$ cat config.mk
export PLATFORM = sky130hd
export DESIGN_NAME = eth_packet_gen_ex
export DESIGN_NICKNAME = d
export VERILOG_FILES = /design/src/rtl/eth_gen_pkg.sv /design/src/rtl/eth_prbs16.sv /design/src/rtl/eth_packet_gen_ex.sv
export SDC_FILE = /design/constraint.sdc
export NUM_CORES = 1
export LEC_CHECK = 0
export ABC_AREA = 1
export CORE_MARGIN = 5
export CORE_UTILIZATION = 50
export CTS_BUF_LIST = sky130_fd_sc_hd__clkbuf_4 sky130_fd_sc_hd__clkbuf_8
export DETAILED_ROUTE_END_ITERATION = 8
export PLACE_DENSITY = 0.71
export SYNTH_ARGS = -nofsm -noshare
export SYNTH_HDL_FRONTEND = slang
export SYNTH_SLANG_ARGS = --single-unit
$ cat constraint.sdc
create_clock -name clk50 -period 5.25 [get_ports clk50]
set_input_delay 1.575 -clock clk50 [delete_from_list [all_inputs] [get_ports clk50]]
set_output_delay 1.575 -clock clk50 [all_outputs]
set_load 0.1 [all_outputs]
$ cat src/rtl/eth_gen_pkg.sv
// Shared types and constants for the Ethernet test-traffic generator and
// the PRBS16 generator it uses (also intended for the future checker).
package eth_gen_pkg;

  typedef enum logic [2:0] {
    IDLE,
    WAIT,
    SEND,
    GAP,
    DONE
  } gen_state_t;

  localparam logic [1:0] MODE_CNT   = 2'd0;
  localparam logic [1:0] MODE_CONST = 2'd1;
  localparam logic [1:0] MODE_PRBS  = 2'd2;

  // x^16+x^14+x^13+x^11+1 in right-shifting Fibonacci form: the feedback is
  // the XOR of state bits 0, 2, 3 and 5, shifted in at bit 15.
  localparam logic [15:0] LFSR_TAPS = 16'h002D;

  function automatic logic [15:0] prbs16_next(input logic [15:0] s);
    return {^(s & LFSR_TAPS), s[15:1]};
  endfunction

endpackage

$ cat src/rtl/eth_prbs16.sv
// Free-running 16-bit Fibonacci LFSR with synchronous load. A zero seed is
// replaced by 1 so the register can never lock up in the all-zero state.
module eth_prbs16
  import eth_gen_pkg::*;
(
  input  logic        clk50,
  input  logic        reset,
  input  logic        enable,
  input  logic        load,
  input  logic [15:0] seed,
  output logic [15:0] state
);

  logic [15:0] state_q, state_d;
  logic [15:0] seed_safe;

  // Next LFSR value: load wins over stepping.
  always_comb begin
    seed_safe = (seed == 16'h0000) ? 16'h0001 : seed;
    state_d   = state_q;
    if (load) begin
      state_d = seed_safe;
    end else if (enable) begin
      state_d = prbs16_next(state_q);
    end
  end

  // LFSR register, reset to the seed.
  always_ff @(posedge clk50) begin
    if (reset) begin
      state_q <= seed_safe;
    end else begin
      state_q <= state_d;
    end
  end

  assign state = state_q;

endmodule

$ cat src/rtl/eth_packet_gen_ex.sv
// Runtime-configurable RMII test-traffic generator. Feeds the byte interface
// of eth_rmii_tx (tx_packet/tx_data out, tx_advance/tx_busy in) with packets
// whose count, length sweep, payload, sequence header and gap are latched
// from cfg_* at start.
//
// state | meaning
// IDLE  | waiting for start after reset
// WAIT  | waiting for the transmitter to go idle before the next packet
// SEND  | packet in flight, one byte per tx_advance
// GAP   | waiting for tx_busy low, then counting the inter-packet gap
// DONE  | run finished (count reached or stopped); start restarts
module eth_packet_gen_ex
  import eth_gen_pkg::*;
#(
  parameter int          CW        = 16,
  parameter int          LW        = 12,
  parameter int          GW        = 16,
  parameter logic [15:0] PRBS_SEED = 16'hACE1
) (
  input  logic          clk50,
  input  logic          reset,
  input  logic          start,
  input  logic          stop,
  input  logic [CW-1:0] cfg_count,
  input  logic [LW-1:0] cfg_len_min,
  input  logic [LW-1:0] cfg_len_max,
  input  logic [LW-1:0] cfg_len_step,
  input  logic [GW-1:0] cfg_gap,
  input  logic [1:0]    cfg_mode,
  input  logic [7:0]    cfg_const,
  input  logic          cfg_seq_en,
  output logic [7:0]    tx_data,
  output logic          tx_packet,
  input  logic          tx_busy,
  input  logic          tx_advance,
  output logic          active,
  output logic          done,
  output logic [CW-1:0] sent_count
);

  gen_state_t    state_q, state_d;

  // Shadow copy of the configuration taken at start.
  logic [CW-1:0] cnt_cfg_q, cnt_cfg_d;
  logic [LW-1:0] len_min_q, len_min_d;
  logic [LW-1:0] len_max_q, len_max_d;
  logic [LW-1:0] len_step_q, len_step_d;
  logic [GW-1:0] gap_cfg_q, gap_cfg_d;
  logic [1:0]    mode_q, mode_d;
  logic [7:0]    const_q, const_d;
  logic          seq_en_q, seq_en_d;

  // Run-time state.
  logic [LW-1:0] len_q, len_d;
  logic [LW-1:0] idx_q, idx_d;
  logic [15:0]   seq_q, seq_d;
  logic [CW-1:0] sent_count_q, sent_count_d;
  logic [GW-1:0] gap_cnt_q, gap_cnt_d;
  logic          gap_armed_q, gap_armed_d;
  logic          stop_pend_q, stop_pend_d;
  logic [7:0]    tx_data_q, tx_data_d;
  logic          tx_packet_q, tx_packet_d;
  logic          active_q, active_d;
  logic          done_q, done_d;

  // PRBS interface and derived values.
  logic          prbs_en, prbs_load;
  logic [15:0]   prbs_q, prbs_nxt;
  logic [LW-1:0] min_adj, max_adj, len_next, idx_inc;
  logic [LW:0]   len_sum;
  logic          stop_now, hdr_byte, last_byte, count_done;

  eth_prbs16 u_prbs (
    .clk50  (clk50),
    .reset  (reset),
    .enable (prbs_en),
    .load   (prbs_load),
    .seed   (PRBS_SEED),
    .state  (prbs_q)
  );

  // Byte value at a given index. The sequence header only replaces indices
  // 0 and 1; the counter payload keeps counting through it.
  function automatic logic [7:0] byte_at(input logic [LW-1:0] idx,
                                         input logic [7:0]    prbs_byte);
    logic [7:0] b;
    if (seq_en_q && idx == '0) begin
      b = seq_q[15:8];
    end else if (seq_en_q && idx == LW'(1)) begin
      b = seq_q[7:0];
    end else begin
      case (mode_q)
        MODE_CONST: b = const_q;
        MODE_PRBS:  b = prbs_byte;
        default:    b = idx[7:0];
      endcase
    end
    return b;
  endfunction

  // Start-time length clamps, sweep arithmetic and per-cycle conditions.
  always_comb begin
    min_adj    = (cfg_len_min == '0) ? LW'(1) : cfg_len_min;
    max_adj    = (cfg_len_max < min_adj) ? min_adj : cfg_len_max;
    // One extra bit so an overflowing sum compares as larger than any max.
    len_sum    = {1'b0, len_q} + {1'b0, len_step_q};
    len_next   = (len_sum > {1'b0, len_max_q}) ? len_min_q : len_sum[LW-1:0];
    idx_inc    = idx_q + LW'(1);
    hdr_byte   = seq_en_q && (idx_q < LW'(2));
    last_byte  = (idx_q == len_q - LW'(1));
    count_done = (cnt_cfg_q != '0) && (sent_count_q == cnt_cfg_q);
    stop_now   = stop | stop_pend_q;
    prbs_nxt   = prbs16_next(prbs_q);
  end

  // Sequencer next-state and registered-output computation.
  always_comb begin
    state_d      = state_q;
    cnt_cfg_d    = cnt_cfg_q;
    len_min_d    = len_min_q;
    len_max_d    = len_max_q;
    len_step_d   = len_step_q;
    gap_cfg_d    = gap_cfg_q;
    mode_d       = mode_q;
    const_d      = const_q;
    seq_en_d     = seq_en_q;
    len_d        = len_q;
    idx_d        = idx_q;
    seq_d        = seq_q;
    sent_count_d = sent_count_q;
    gap_cnt_d    = gap_cnt_q;
    gap_armed_d  = gap_armed_q;
    stop_pend_d  = stop_pend_q;
    tx_data_d    = tx_data_q;
    tx_packet_d  = tx_packet_q;
    active_d     = active_q;
    done_d       = done_q;
    prbs_en      = 1'b0;
    prbs_load    = 1'b0;

    case (state_q)
      IDLE, DONE: begin
        // A simultaneous stop cancels the start outright.
        if (start && !stop) begin
          cnt_cfg_d    = cfg_count;
          len_min_d    = min_adj;
          len_max_d    = max_adj;
          len_step_d   = cfg_len_step;
          gap_cfg_d    = cfg_gap;
          mode_d       = cfg_mode;
          const_d      = cfg_const;
          seq_en_d     = cfg_seq_en;
          len_d        = min_adj;
          seq_d        = 16'h0000;
          sent_count_d = '0;
          stop_pend_d  = 1'b0;
          done_d       = 1'b0;
          active_d     = 1'b1;
          prbs_load    = 1'b1;
          state_d      = WAIT;
        end
      end

      WAIT: begin
        if (stop_now) begin
          stop_pend_d = 1'b0;
          active_d    = 1'b0;
          done_d      = 1'b1;
          state_d     = DONE;
        end else if (!tx_busy) begin
          if (count_done) begin
            active_d = 1'b0;
            done_d   = 1'b1;
            state_d  = DONE;
          end else begin
            idx_d       = '0;
            tx_data_d   = byte_at('0, prbs_q[7:0]);
            tx_packet_d = 1'b1;
            state_d     = SEND;
          end
        end
      end

      SEND: begin
        stop_pend_d = stop_now;
        if (tx_advance) begin
          prbs_en = !hdr_byte;
          if (last_byte) begin
            tx_packet_d  = 1'b0;
            sent_count_d = (sent_count_q == '1) ? sent_count_q
                                                : sent_count_q + CW'(1);
            seq_d        = seq_q + 16'd1;
            len_d        = len_next;
            if (stop_now) begin
              stop_pend_d = 1'b0;
              active_d    = 1'b0;
              done_d      = 1'b1;
              state_d     = DONE;
            end else begin
              gap_cnt_d   = gap_cfg_q;
              gap_armed_d = 1'b0;
              state_d     = GAP;
            end
          end else begin
            // Look ahead so tx_data reflects the new index one cycle later.
            idx_d     = idx_inc;
            tx_data_d = byte_at(idx_inc, hdr_byte ? prbs_q[7:0] : prbs_nxt[7:0]);
          end
        end
      end

      GAP: begin
        if (stop_now) begin
          stop_pend_d = 1'b0;
          active_d    = 1'b0;
          done_d      = 1'b1;
          state_d     = DONE;
        end else if (!gap_armed_q) begin
          if (!tx_busy) begin
            if (gap_cnt_q == '0) begin
              state_d = WAIT;
            end else begin
              gap_armed_d = 1'b1;
            end
          end
        end else begin
          gap_cnt_d = gap_cnt_q - GW'(1);
          if (gap_cnt_q == GW'(1)) begin
            gap_armed_d = 1'b0;
            state_d     = WAIT;
          end
        end
      end

      default: state_d = IDLE;
    endcase
  end

  // State and output registers with synchronous reset.
  always_ff @(posedge clk50) begin
    if (reset) begin
      state_q      <= IDLE;
      cnt_cfg_q    <= '0;
      len_min_q    <= '0;
      len_max_q    <= '0;
      len_step_q   <= '0;
      gap_cfg_q    <= '0;
      mode_q       <= MODE_CNT;
      const_q      <= 8'h00;
      seq_en_q     <= 1'b0;
      len_q        <= '0;
      idx_q        <= '0;
      seq_q        <= 16'h0000;
      sent_count_q <= '0;
      gap_cnt_q    <= '0;
      gap_armed_q  <= 1'b0;
      stop_pend_q  <= 1'b0;
      tx_data_q    <= 8'h00;
      tx_packet_q  <= 1'b0;
      active_q     <= 1'b0;
      done_q       <= 1'b0;
    end else begin
      state_q      <= state_d;
      cnt_cfg_q    <= cnt_cfg_d;
      len_min_q    <= len_min_d;
      len_max_q    <= len_max_d;
      len_step_q   <= len_step_d;
      gap_cfg_q    <= gap_cfg_d;
      mode_q       <= mode_d;
      const_q      <= const_d;
      seq_en_q     <= seq_en_d;
      len_q        <= len_d;
      idx_q        <= idx_d;
      seq_q        <= seq_d;
      sent_count_q <= sent_count_d;
      gap_cnt_q    <= gap_cnt_d;
      gap_armed_q  <= gap_armed_d;
      stop_pend_q  <= stop_pend_d;
      tx_data_q    <= tx_data_d;
      tx_packet_q  <= tx_packet_d;
      active_q     <= active_d;
      done_q       <= done_d;
    end
  end

  assign tx_data    = tx_data_q;
  assign tx_packet  = tx_packet_q;
  assign active     = active_q;
  assign done       = done_q;
  assign sent_count = sent_count_q;

endmodule

==> results.json, run 1 <==
{
  "syn-cell-area_um2": 11060,
  "fin_skew_ns": 0.01603,
  "cts_num_sinks": 183,
  "startpoint_type": "flop",
  "cts_buffers": 17,
  "crit_slowest_cell": "nand3_1",
  "timing.fmax_ghz": 0.2539,
  "ir_worst_vdd_uv": 234.1,
  "row_count": 54,
  "grt_usage_pct": 23.37,
  "drt_iter0_drc": 733,
  "placedCellCount": 2013,
  "syn_to_final_growth_pct": 14.74,
  "fin_cells": 2044,
  "die-area_um2": 25200,
  "cts_tree": "yes",
  "ys.flop_type": "dfxtp_1",
  "layout_commonest_cell": "nand2_1",
  "async_reset_ff_share_pct": 0,
  "rsz0062_at_grt": "no",
  "synth_edf_count": 0,
  "outcome": "complete, no violations",
  "min_period_ns": 3.939,
  "chipWidth_um": 158.8,
  "fillers": 2151,
  "worstMarginPinSlew_ns": 1.124,
  "holdBufCountCts": 0,
  "drv_slew": 0,
  "grt_max_degree": 66,
  "cp.arrival_ns": 4.36,
  "synth.avg_cell_area_um2": 6.590,
  "maxCapViolCount": 0,
  "cp_top_family": "simple AND/OR/NAND/NOR gates",
  "first_pass_iters": 5,
  "layout-drive-gt1-share_pct": 4.932,
  "ys_ff_latch": 183,
  "layout_common_cells": "nand2_1 (420), inv_1 (205), dfxtp_1 (183)",
  "hpwlAfterDp_um": 22020,
  "yosysTopAreaCellShare_pct": 33.11,
  "die_h_um": 158.8,
  "htreeDepth": 4,
  "antenna_found_initial": 0,
  "slew_headroom_pct": 25.01,
  "cp_num_buf_inv": 1,
  "power.density_nw_per_um2": 433.3,
  "post_cts_buffers": 0,
  "cts.path.max_buffers": 2,
  "start_util_pct": 50.70,
  "synth_area_leaders": "dfxtp_1 (33%), nand2_1 (14%), inv_1 (7.0%)",
  "setup.worst_path.class": "flop to flop",
  "cp_cell_sequence": "ha_1, inv_1, fa_1, nand3b_1, nand2_1, a21oi_1, o21ai_0, xor2_1, ha_1, a21oi_1, o21a_1, nand2_1, nand2_1, nand2_1, nand2_1, nand3_1, nand2_1, nand2_1, nor2_1, nor2_1, nor2_1",
  "design_area_um2": 12690,
  "ys_seq_area_share_pct": 33.11,
  "finalHoldViolCount": 0,
  "vias": 10888,
  "io_pins": 112,
  "ff_latch_area_um2": 3664,
  "route.detailed.drc": 0,
  "ys_warn_count": 0,
  "slowest_delay_ns": 0.47,
  "viasPerCell": 5.327,
  "overflow": 0,
  "io_buffers": 111,
  "hold_path.class": "flop to flop",
  "path_max_fanout": 18,
  "end_kind": "flop",
  "multi_input_area_um2": 6316,
  "n_antenna_cell": 0,
  "finalCritPeriodShare_pct": 75.02,
  "required_ns": 5.67,
  "wl_per_cell_um": 14.63,
  "post_cts_resized": 0,
  "routed_wl_um": 29910,
  "synth_cell_type_count": 50,
  "tns_ns": 0,
  "coreArea_um2": 21820,
  "hold_slack_ns": 0.4550,
  "clock_latency_ns": 0.48,
  "grt_pass1_vias": 10437,
  "cts_root_buf": "clkbuf_8",
  "drtAntennaViolNets": 0,
  "final_nets": 1883,
  "setup_violations": 0,
  "synthCells": 1679,
  "place_area_um2": 12300,
  "leakagePower_nw": 5.468,
  "timing.critical_path.mode_cell": "nand2_1",
  "yosysTopAreaCell": "dfxtp_1",
  "grt_pass1_wl_um": 50510,
  "place.gp.congestion": 0.9356,
  "synth_nets": 1810,
  "clk_pin_slew_ns": 0.10
}
## cells by family after synthesis
logic type	synth area share, %
and+or+nand+nor	32.12
buffers and inverters	9.985
AOI/OAI and AO/OA	15.56
DFF	33.11
adders and majority gates	5.270
xor gates and xnor gates	3.958
## per-layer routing
layer | routed length (um) | GRT usage, % | share of wire [%] | up-vias
met4 | 447 | 6.101 | 1.5 | 0
met1 | 14220 | 32.45 | 48 | 4937
met5 | 0 | 0 | 0 | -
met3 | 1805 | 4.381 | 6.0 | 36
li1 | - | - | - | 5613
met2 | 13440 | 37.47 | 45 | 302
## layout make-up
class	instances	share of cell area [%]
Multi-Input combinational cell	1218	49.75
Sequential cell	183	28.86
Timing Repair Buffer	120	9.245
Inverter	212	6.268
Tap cell	280	2.760
Clock buffer	17	1.843
Clock inverter	14	1.271
## path summary, 6_finish.rpt
check                     from            to  slack, ns  depth (start not counted)
hold reg to reg   len_max_q[8]  len_max_q[8]       0.45                          2
setup reg to reg      len_q[0]      len_q[8]       1.31                         21
hold / removal    len_max_q[8]  len_max_q[8]       0.45                          2
setup / recovery      len_q[0]      len_q[8]       1.31                         21
## report_power, final
part / switching, mW / total [mW] / internal [mW] / leakage (nW)
logic: 1.85 / 2.76 / 0.912 / 3.79
registers: 0.176 / 1.76 / 1.58 / 1.49
clock network: 0.584 / 0.981 / 0.397 / 0.195
## Yosys cell counts (6+ instances only)
library cell,n
clkbuf_1,36
o21ai_0,118
inv_1,205
nor3_1,24
a21oi_1,90
nand2_1,420
a21oi_2,10
buf_1,6
a211oi_1,8
dfxtp_1,183
nor2_1,176
xnor2_1,13
xor2_1,37
nand3_1,135
nand4_1,24
a22o_1,30
nor2_2,10
nand3b_1,8
o22ai_1,10
ha_1,45
nor4_1,10
buf_2,15
## stage by stage
step / util [%] / power, mW / setup WS (ns)
after floorplan: - / 3.902 / 1.965
after global placement: 56.36 / 4.466 / 1.394
after detailed placement: 56.36 / 4.513 / 1.306
after CTS: 58.17 / 5.498 / 1.325
after global routing: 58.17 / 5.977 / 0.9075
final: 58.17 / 5.501 / 1.311
## state kept, by name, summed over array words and instances (netlist names), 2 cells and up
signal / count
cnt_cfg_q: 16
const_q: 8
gap_cfg_q: 16
gap_cnt_q: 16
idx_q: 12
len_max_q: 12
len_min_q: 12
len_q: 12
len_step_q: 12
mode_q: 2
sent_count: 16
seq_q: 16
state_q: 3
tx_data: 8
u_prbs.state: 16
## worst register-to-register path: cells and delay by family (launching register included)
family                   cells  cell delay [ns]
buffers and inverters        1             0.07
flip-flops                   1             0.39
AND/OR/NAND/NOR             12             1.54
adder cells (fa/ha/maj)      3             0.89
AO/OA/AOI/OAI                4             0.72
XOR/XNOR                     1             0.29
(Power assumes the default switching activity.)
==> run 2, diff against run 1 <==
- clock period: 5.25 -> 4 ns (I/O delays scaled with it)
==> run 2 against run 1 <==
Compared with the run above:
- die area unchanged
- highest routed layer unchanged
- worst hold slack worse by 0.0030 ns
- routed wire length rose by 0.76%
- largest cell class unchanged
- critical path depth rose by 1
- clock skew up 0.0058 ns
==> results.json, run 2 (synthesized netlist as in run 1, its figures left out) <==
{
  "htreeDepth": 4,
  "grt_pass1_wl_um": 50370,
  "vias": 10965,
  "cp_num_buf_inv": 2,
  "finalCritPeriodShare_pct": 88.75,
  "die_h_um": 158.8,
  "crit_slowest_cell": "dfxtp_1",
  "layout_commonest_cell": "nand2_1",
  "drt_iter0_drc": 688,
  "fillers": 2173,
  "fin_cells": 2054,
  "setup_violations": 0,
  "grt_pass1_vias": 10405,
  "drv_slew": 0,
  "n_antenna_cell": 0,
  "viasPerCell": 5.338,
  "path_max_fanout": 6,
  "chipWidth_um": 158.8,
  "placedCellCount": 2022,
  "required_ns": 4.41,
  "cp.arrival_ns": 3.96,
  "finalPower_mw": 7.297,
  "ir_worst_vdd_uv": 365.7,
  "clk_pin_slew_ns": 0.11,
  "cts_tree": "yes",
  "cts.path.max_buffers": 2,
  "power.density_nw_per_um2": 572.7,
  "maxCapViolCount": 0,
  "slew_headroom_pct": 32.56,
  "tns_ns": 0,
  "rsz0062_at_grt": "no",
  "routed_wl_um": 30130,
  "grt_usage_pct": 23.38,
  "post_cts_buffers": 0,
  "syn_to_final_growth_pct": 15.15,
  "io_buffers": 111,
  "timing.critical_path.mode_cell": "nand2_1",
  "finalHoldViolCount": 0,
  "startpoint_type": "flop",
  "multi_input_area_um2": 6316,
  "layout_common_cells": "nand2_1 (420), inv_1 (205), dfxtp_1 (183)",
  "cts_root_buf": "clkbuf_8",
  "overflow": 0,
  "io_pins": 112,
  "leakagePower_nw": 5.553,
  "fin_skew_ns": 0.02185,
  "coreArea_um2": 21820,
  "hold_path.class": "flop to flop",
  "holdBufCountCts": 0,
  "min_period_ns": 3.550,
  "drtAntennaViolNets": 0,
  "wl_per_cell_um": 14.67,
  "cts_num_sinks": 183,
  "row_count": 54,
  "timing.fmax_ghz": 0.2817,
  "place.gp.congestion": 0.9521,
  "route.detailed.drc": 0,
  "clock_latency_ns": 0.49,
  "end_kind": "flop",
  "antenna_found_initial": 0,
  "outcome": "complete, no violations",
  "cp_cell_sequence": "ha_1, inv_1, fa_1, nand3b_1, nand2_1, a21oi_1, o21ai_1, xor2_1, ha_1, a21oi_1, o21a_1, nand2_1, nand2_1, nand2_1, nand2_1, nand3_1, buf_4, nand2_1, nand2_1, nor2_1, nor2_1, nor2_1",
  "final_nets": 1892,
  "ff_latch_area_um2": 3664,
  "grt_max_degree": 45,
  "first_pass_iters": 5,
  "die-area_um2": 25200,
  "worstMarginPinSlew_ns": 1.008,
  "slowest_delay_ns": 0.40,
  "cts_buffers": 17,
  "cp_top_family": "simple AND/OR/NAND/NOR gates",
  "setup.worst_path.class": "flop to flop",
  "start_util_pct": 50.70,
  "hpwlAfterDp_um": 22160,
  "layout-drive-gt1-share_pct": 6.313
}
-- run 2: changes by cell type in the layout (fill, tap and decap cells not counted), moves of 2 or more --
cell,before,now
buf_4,9,32
clkdlybuf4s50_1,110,95
clkinv_8,1,3
clkinvlp_4,2,0
inv_6,2,4
-- run 2: worst register-to-register path, stage by stage, from the launching register on --
cell and delay (ns):
dfxtp_1 0.40, ha_1 0.20, inv_1 0.07, fa_1 0.39
nand3b_1 0.18, nand2_1 0.15, a21oi_1 0.13, o21ai_1 0.26
xor2_1 0.26, ha_1 0.30, a21oi_1 0.15, o21a_1 0.15
nand2_1 0.07, nand2_1 0.06, nand2_1 0.04, nand2_1 0.05
nand3_1 0.10, buf_4 0.19, nand2_1 0.06, nand2_1 0.04
nor2_1 0.09, nor2_1 0.05, nor2_1 0.09
-- run 2: final timing paths --
path / from / endpoint / slack (ns) / cells past startpoint
max: len_q[0] / len_q[2] / 0.45 / 22
min: tx_packet / tx_packet / 0.45 / 2
max reg2reg: len_q[0] / len_q[2] / 0.45 / 22
min reg2reg: tx_packet / tx_packet / 0.45 / 2
-- run 2: cell type report --
| cell class | instances | area share [%] |
|---|---|---|
| multi-input combinational | 1218 | 49.57 |
| sequential | 183 | 28.75 |
| timing repair buffer | 129 | 9.545 |
| inverter | 212 | 6.246 |
| tap | 280 | 2.750 |
| clock buffer | 18 | 1.944 |
| clock inverter | 14 | 1.188 |
-- run 2: timing repair --
item | CTS | global route
endpoints found under the setup margin | 0 | 9
resized for setup | 0 | 1
hold endpoints to repair | 0 | 0
-- run 2: power breakdown --
group          total (mW)  switching [mW]  internal, mW
combinational        3.72            2.46          1.26
sequential           2.30           0.224          2.08
clock                1.28           0.789         0.487
-- run 2: per-stage QoR --
stage / utilization (%) / cell area (um^2) / hold WS [ns] / setup WS [ns]
2_1_floorplan: - / 11060 / 0.4261 / 0.7154
3_3_place_gp: 56.55 / 12340 / 0.4361 / 0.5249
3_5_place_dp: 56.55 / 12340 / 0.4383 / 0.4369
4_1_cts: 58.38 / 12740 / 0.4547 / 0.3924
5_1_grt: 58.38 / 12740 / 0.4693 / 0.002813
6_report: 58.38 / 12740 / 0.4520 / 0.4500
-- run 2: routing by layer --
metal	vias up	share of wire (%)	track usage, %	wire length (um)
met2	285	46	38.14	13810
met4	0	1.8	6.688	539
met3	36	5.3	3.836	1586
met5	-	0	0	0
li1	5644	-	-	-
met1	5000	47	32.00	14200
==> run 3, diff against run 2 <==
- RECOVER_POWER: unset -> 50
==> run 3 against run 2 <==
Compared with the run above:
- the run now ends with max-capacitance violations, max-slew violations left
- first-iteration DRC count shrank 4.1%
- clock skew shrank 0.00067 ns
- global-route usage is the same
- fmax shrank 4.3%
- non-clock buffer count is the same
- cell count is the same
- clock-buffer cell count is the same
- clock power is essentially flat
- utilization shrank 0.41 points
- routed wire length shrank 0.19%
- worst hold slack is essentially flat
==> results.json, run 3 (synthesized netlist as in run 1, its figures left out) <==
{
  "slowest_delay_ns": 1.15,
  "cts_buffers": 17,
  "maxCapViolCount": 1,
  "violations": "max-capacitance violations, max-slew violations",
  "first_pass_iters": 6,
  "worstMarginPinSlew_ns": 1.497,
  "fin_cells": 2054,
  "placedCellCount": 2022,
  "cts_tree": "yes",
  "grt_usage_pct": 23.38,
  "setup.worst_path.class": "input port to flop",
  "rsz0062_at_grt": "no",
  "outcome": "finished, violations left",
  "start_util_pct": 50.70,
  "finalHoldViolCount": 0,
  "finalCritPeriodShare_pct": 92.77,
  "io_buffers": 111,
  "min_period_ns": 3.711,
  "tns_ns": 0,
  "viasPerCell": 5.341,
  "syn_to_final_growth_pct": 14.34,
  "path_max_fanout": 18,
  "netSwitchingFraction_pct": 47.67,
  "overflow": 0,
  "clk_pin_slew_ns": 0.11,
  "clock_latency_ns": 0.49,
  "finalPower_mw": 7.285,
  "final_nets": 1892,
  "wl_met2_um": 13730,
  "place.gp.congestion": 0.9521,
  "required_ns": 4.38,
  "dr_wl_met3_um": 1612,
  "ir_worst_vdd_uv": 366.4,
  "p_int_mw": 3.812,
  "drt_iter0_drc": 660,
  "end_kind": "flop",
  "slew_headroom_pct": -0.1365,
  "cts_root_buf": "clkbuf_8",
  "cp.arrival_ns": 4.09,
  "setup_violations": 0,
  "grt_pass1_wl_um": 50370,
  "drtAntennaViolNets": 0,
  "row_count": 54,
  "hpwlAfterDp_um": 22160,
  "cp_top_family": "simple AND/OR/NAND/NOR gates",
  "hold_path.class": "flop to flop",
  "cts_num_sinks": 183,
  "timing.fmax_ghz": 0.2695,
  "grt_max_degree": 45,
  "cts.path.max_buffers": 2,
  "io_pins": 112,
  "layout_common_cells": "nand2_1 (421), inv_1 (205), dfxtp_1 (183)",
  "netSwitchingPower_mw": 3.473,
  "antenna_found_initial": 0,
  "routed_wl_um": 30080,
  "chipWidth_um": 158.8,
  "leakagePower_nw": 5.482,
  "cp_cell_sequence": "dlygate4sd3_1, inv_1, nor2_1, nand2_1, nor2_1, inv_1, o22ai_1",
  "n_antenna_cell": 0,
  "coreArea_um2": 21820,
  "clkPwrFrac_pct": 17.6,
  "drv_slew": 1,
  "htreeDepth": 4,
  "layout-drive-gt1-share_pct": 5.242,
  "layout_commonest_cell": "nand2_1",
  "fin_skew_ns": 0.02118,
  "routedLengthMet1_um": 14150,
  "vias": 10971,
  "wl_per_cell_um": 14.64,
  "cp_num_buf_inv": 3,
  "p_comb_share_pct": 50.9,
  "crit_slowest_cell": "nor2_1",
  "route.detailed.drc": 0,
  "power.density_nw_per_um2": 575.8,
  "startpoint_type": "input port",
  "holdBufCountCts": 0,
  "grt_pass1_vias": 10405,
  "die_h_um": 158.8,
  "top_layer_used": "met4",
  "die-area_um2": 25200,
  "pwr-share-seq_pct": 31.6
}
-- run 3: changes by cell type in the layout (fill, tap and decap cells not counted), sizes merged --
cell	change
clkbuf	+19
clkdlybuf4s50	-1
buf	-19
dlygate4sd3	+1
-- run 3: cell type report --
type	count	area, um^2
Clock buffer	18	247.7
Clock inverter	14	151.4
Fill cell	2191	9173
Inverter	212	795.8
Multi-Input combinational cell	1218	6294
Sequential cell	183	3664
Tap cell	280	350.3
Timing Repair Buffer	129	1149
-- run 3: routing by layer --
| metal | global-route usage, % | up-vias |
|---|---|---|
| met3 | 3.836 | 40 |
| met1 | 32.00 | 4992 |
| li1 | - | 5642 |
| met4 | 6.688 | 0 |
| met5 | 0 | - |
| met2 | 38.14 | 297 |
-- run 3: power groups by stage --
stage	combinational (mW)	sequential [mW]	clock, mW
2_1_floorplan	2.62	2.51	0
3_3_place_gp	3.62	2.33	0
3_5_place_dp	3.68	2.34	0
4_1_cts	3.71	2.30	1.30
5_1_grt	4.23	2.34	1.38
6_report	3.71	2.30	1.28
-- run 3: worst paths after layout --
check | start | to | depth (start not counted) | slack, ns
worst max-delay path | start | len_min_q[6] | 7 | 0.29
worst min-delay path | tx_packet | tx_packet | 2 | 0.45
worst max register to register | len_q[0] | len_q[2] | 22 | 0.45
worst min register to register | tx_packet | tx_packet | 2 | 0.45
-- run 3: timing repair --
item	4_1_cts	5_1_grt
setup buffers	0	0
resized for setup	0	1
endpoints found under the setup margin	0	9
-- run 3: through the flow --
stage	util, %	area (um^2)	worst slack [ns]	hold WS, ns
finish	57.97	12650	0.2894	0.4516
global route	57.97	12650	0.002822	0.4693
CTS	58.38	12740	0.3924	0.4547
detailed placement	56.55	12340	0.4369	0.4383
global placement	56.55	12340	0.5249	0.4361
floorplan	-	11060	0.7154	0.4261
-- run 3: tightest hold or removal path, cell delays in order, from the launching register on --
cell     delay, ns
dfxtp_1       0.33
inv_1         0.05
a21oi_1       0.05
